File: src/rtl/serial_full_adder.sv
// serial_full_adder: bit-serial A+B+Cin using one full-adder cell and a registered carry, LSB first
module serial_full_adder #(
    parameter int WIDTH = 8
) (
    input  logic             clk,
    input  logic             rst_n,
    input  logic             start,
    input  logic [WIDTH-1:0] A,
    input  logic [WIDTH-1:0] B,
    input  logic             Cin,
    output logic [WIDTH-1:0] Sum,
    output logic             Cout,
    output logic             busy,
    output logic             done
);
    localparam int CW = $clog2(WIDTH);
    typedef enum logic [1:0] {IDLE, ADD, DONE} state_t;
    state_t state;
    logic [WIDTH-1:0] a_sh;
    logic [WIDTH-1:0] b_sh;
    logic [CW-1:0] cnt;
    logic carry;
    logic s;
    logic co;
    logic last;
    always_comb begin
        s    = a_sh[0] ^ b_sh[0] ^ carry;
        co   = (a_sh[0] & b_sh[0]) | (carry & (a_sh[0] ^ b_sh[0]));
        last = cnt == CW'(WIDTH - 1);
        busy = state == ADD;
        done = state == DONE;
    end
    // start during ADD is deliberately ignored; only IDLE and DONE accept a new operation
    always_ff @(posedge clk) begin
        if (!rst_n) begin
            state <= IDLE;
            a_sh  <= '0;
            b_sh  <= '0;
            cnt   <= '0;
            carry <= 1'b0;
            Sum   <= '0;
            Cout  <= 1'b0;
        end else if (start && state != ADD) begin
            state <= ADD;
            a_sh  <= A;
            b_sh  <= B;
            cnt   <= '0;
            carry <= Cin;
            Sum   <= '0;
            Cout  <= 1'b0;
        end else if (state == ADD) begin
            a_sh  <= a_sh >> 1;
            b_sh  <= b_sh >> 1;
            carry <= co;
            Sum   <= {s, Sum[WIDTH-1:1]};
            cnt   <= last ? cnt : cnt + CW'(1);
            Cout  <= last ? co : Cout;
            state <= last ? DONE : ADD;
        end else if (state == DONE) begin
            state <= IDLE;
        end
    end
endmodule

File: config.mk
export PLATFORM = sky130hd
export DESIGN_NAME = serial_full_adder
export DESIGN_NICKNAME = d
export VERILOG_FILES = /design/src/rtl/serial_full_adder.sv
export SDC_FILE = /design/constraint.sdc
export NUM_CORES = 1
export LEC_CHECK = 0
export BUFFER_PORTS_ARGS = -buffer_cell sky130_fd_sc_hd__buf_2
export CELL_PAD_IN_SITES_DETAIL_PLACEMENT = 1
export CELL_PAD_IN_SITES_GLOBAL_PLACEMENT = 1
export CORE_MARGIN = 4
export CORE_UTILIZATION = 30
export CTS_CLUSTER_DIAMETER = 40
export DETAILED_ROUTE_END_ITERATION = 10
export PLACE_DENSITY_LB_ADDON = 0.1
export SETUP_SLACK_MARGIN = 0.02
export SLEW_MARGIN = 20
export SYNTH_ARGS = -nofsm -noshare
export SYNTH_HDL_FRONTEND = slang
export SYNTH_SLANG_ARGS = --single-unit
File: constraint.sdc
create_clock -name clk -period 2.8 [get_ports clk]
set_input_delay 0.56 -clock clk [delete_from_list [all_inputs] [get_ports clk]]
set_output_delay 0.56 -clock clk [all_outputs]
set_load 0.005 [all_outputs]
==> results.py <==
metrics = {
    "timing": {
        "rsz0062_at_grt": "no",
        "fin_crit_sh_pct": 65.3,
        "maxSlewHeadroom_pct": 41.7,
        "fin_crit_ns": 1.83,
        "whs_ns": 0.467,
        "finalHoldViolations": 0,
        "tns_ns": 0,
        "finClkSkew_ns": 0.00419,
        "worst_pin_slew_ns": 0.874,
        "fmax_mhz": 547,
        "slew_viol_final": 0,
        "setup_viol_count_final": 0,
    },
    "route": {
        "vias": 1135,
        "drt_iter0_markers": 32,
        "firstDrtPassIters": 4,
        "wl_per_cell_um": 13.3,
        "wl_mm": 3.06,
        "via_per_inst": 4.91,
        "drc": 0,
        "final_antenna_net_count": 0,
    },
    "critical_path": {
        "crit_chain": "inv_1 > ha_1 > nor2b_2 > nand2_1 > a31oi_1",
        "slowest_delay_ns": 0.63,
        "startpoint": "state[1]",
        "cp.arrival_ns": 2.04,
        "critPathCaptureType": "flop",
        "critical_path.slowest_cell": "nor2b_2",
        "required_ns": 3.01,
        "start_kind": "flop",
        "worstSetupPathType": "flop to flop",
        "r2r_end": "a_sh[5]",
        "ff2ff_path_depth": 5,
        "reg2reg_from": "state[1]",
        "crit_fanout": 17,
        "r2r_slack_ns": 0.97,
        "crit_end": "a_sh[5]",
    },
    "yosys": {
        "netlist_instances": 152,
        "syn_area_um2": 1360,
        "synthDistinctLibCells": 27,
        "synth_area_leaders": "dfxtp_1, nand2_1, a31oi_1",
        "ys_ff_latch": 31,
        "ys_warn_count": 0,
        "synth.top_cells.by_count": "nand2_1, dfxtp_1, a31oi_1",
        "syn_nets": 178,
        "synth_most_common_cell": "nand2_1",
        "synth_area_per_cell_um2": 8.97,
        "synth.largest_area_cell": "dfxtp_1",
        "synth-edff-count": 0,
        "netlist.area_leader.share_pct": 45.5,
        "synthArstFlopShare_pct": 0,
        "synth_ff_type": "dfxtp_1",
        "ys_seq_area_share_pct": 45.5,
    },
    "power_and_ir_drop": {
        "peakVddDrop_uv": 279,
        "pwr_density_cell_nw_per_um2": 681,
        "leakage_nw": 0.672,
    },
    "layout": {
        "syn_to_final_growth_pct": 17.5,
        "num_antenna_cells": 0,
        "drive_above_1_share_pct": 23.5,
        "fin_nets": 204,
    },
    "placed_design": {
        "gp_congestion": 0.685,
        "port_buffers": 30,
        "dp.final_hpwl_mm": 2.21,
    },
    "clocking": {
        "post_cts_resized": 0,
        "hold_buffers": 0,
        "clk_latency_ns": 0.28,
        "cts-root-buf": "clkbuf_8",
        "post_cts_buffers": 0,
        "cts_buffer_depth": 2,
        "cts_tree": "done",
        "cts.sinks": 31,
        "htree_num_levels": 2,
        "cts.clk_slew.worst_paths_ns": 0.06,
        "cts_buffers": 5,
    },
    "floorplanning": {
        "io_pins": 31,
        "num_rows": 24,
        "initial_core_util_pct": 31.1,
        "die_area_um2": 5690,
        "coreArea_um2": 4380,
        "fp.dieH_um": 75.4,
        "die_x_um": 75.4,
    },
    "grt": {
        "grt_pass1_wl_mm": 5.16,
        "antenna_found_initial": 0,
        "met1_usage_pct": 14.4,
        "grtUsageMet2_pct": 19.6,
        "grt_pass1_vias": 1139,
        "busiest_layer": "met2",
        "grt_usage_pct": 12.0,
        "grt.overflow.total": 0,
        "met3_usage_pct": 4.62,
        "grt_max_degree": 31,
    },
    "hold_path": {
        "hold_path_class": "flop to flop",
        "min-delay-start": "a_sh[5]",
    },
    "outcome": {
        "outcome": "finished clean",
    },
    "job": {
        "cap_viol_max_count": 0,
    },
}
## stage by stage
step / area, um2 / util [%] / power [mW] / setup slack (ns) / instances
finish: 1600 / 36.6 / 1.09 / 0.971 / 231
global route: 1600 / 36.6 / 1.16 / 0.730 / 231
CTS: 1600 / 36.6 / 1.12 / 0.924 / 231
detailed placement: 1490 / 33.9 / 0.651 / 0.943 / 223
global placement: 1490 / 33.9 / 0.644 / 0.980 / 223
floorplan: 1360 / - / 0.624 / 1.46 / 152
## flip-flops by register name (all words and copies together), names as in the netlist
signal  count
cnt         3
Sum         8
a_sh        8
b_sh        8
Cout        1
state       2
carry       1
## power by group
| group | switching (mW) | internal (mW) |
|---|---|---|
| clock network | 0.166 | 0.288 |
| registers | 0.0178 | 0.472 |
| logic | 0.0871 | 0.0605 |
| total | 0.271 | 0.821 |
## cells in the final DEF (no fill, tap or decap), drive strengths merged, types with 2 or more instances in the layout
cell    Yosys  layout
nor2b       4       4
clkbuf      3       6
or2         2       2
nand2      34      34
inv         2       2
ha          5       5
nor2       12      12
dfxtp      31      31
a31oi      16      16
buf         8      30
a21oi       2       2
o21ai      15      15
mux2i      10      10
a22oi       2       2
## layer usage
metal | routed length (um) | vias up
li1 | - | 573
met1 | 1360 | 533
met2 | 1500 | 23
met3 | 168 | 6
met4 | 31 | 0
met5 | 0 | -
## worst max-delay path: cells and delay by family, from the launching register on
| family | cells | cell delay [ns] |
|---|---|---|
| and+or+nand+nor | 2 | 0.75 |
| AOI/OAI and AO/OA | 1 | 0.19 |
| DFF | 1 | 0.36 |
| buffers and inverters | 1 | 0.07 |
| adders and majority gates | 1 | 0.38 |
## cell families (layout without fill, tap and decap cells)
kind of cell               Yosys count  after routing  share of synthesized area, %
and+or+nand+nor                     55             55                          17.5
buffers and inverters               13             40                          7.43
AOI/OAI and AO/OA                   36             36                          15.5
xor gates and xnor gates             1              1                         0.642
muxes                               10             10                          7.34
DFF                                 31             31                          45.5
adders and majority gates            6              6                          6.06
## final cells by class
class                      count  area (um2)
fill                         533        2780
multi-input combinational    108         642
sequential                    31         621
timing repair buffer          30         150
clock buffer                   6        82.6
tap                           52        65.1
clock inverter                 2        35.0
inverter                       2        7.51
## worst min path at each step
stage,end,slack (ns),cells after the start
after global routing,a_sh[3],0.49,2
after global placement,a_sh[2],0.46,2
after detailed placement,a_sh[3],0.46,2
after floorplan,b_sh[5],0.45,2
final,a_sh[4],0.47,2
after CTS,a_sh[3],0.47,2
Note: power is estimated with default switching activity, not from simulation.
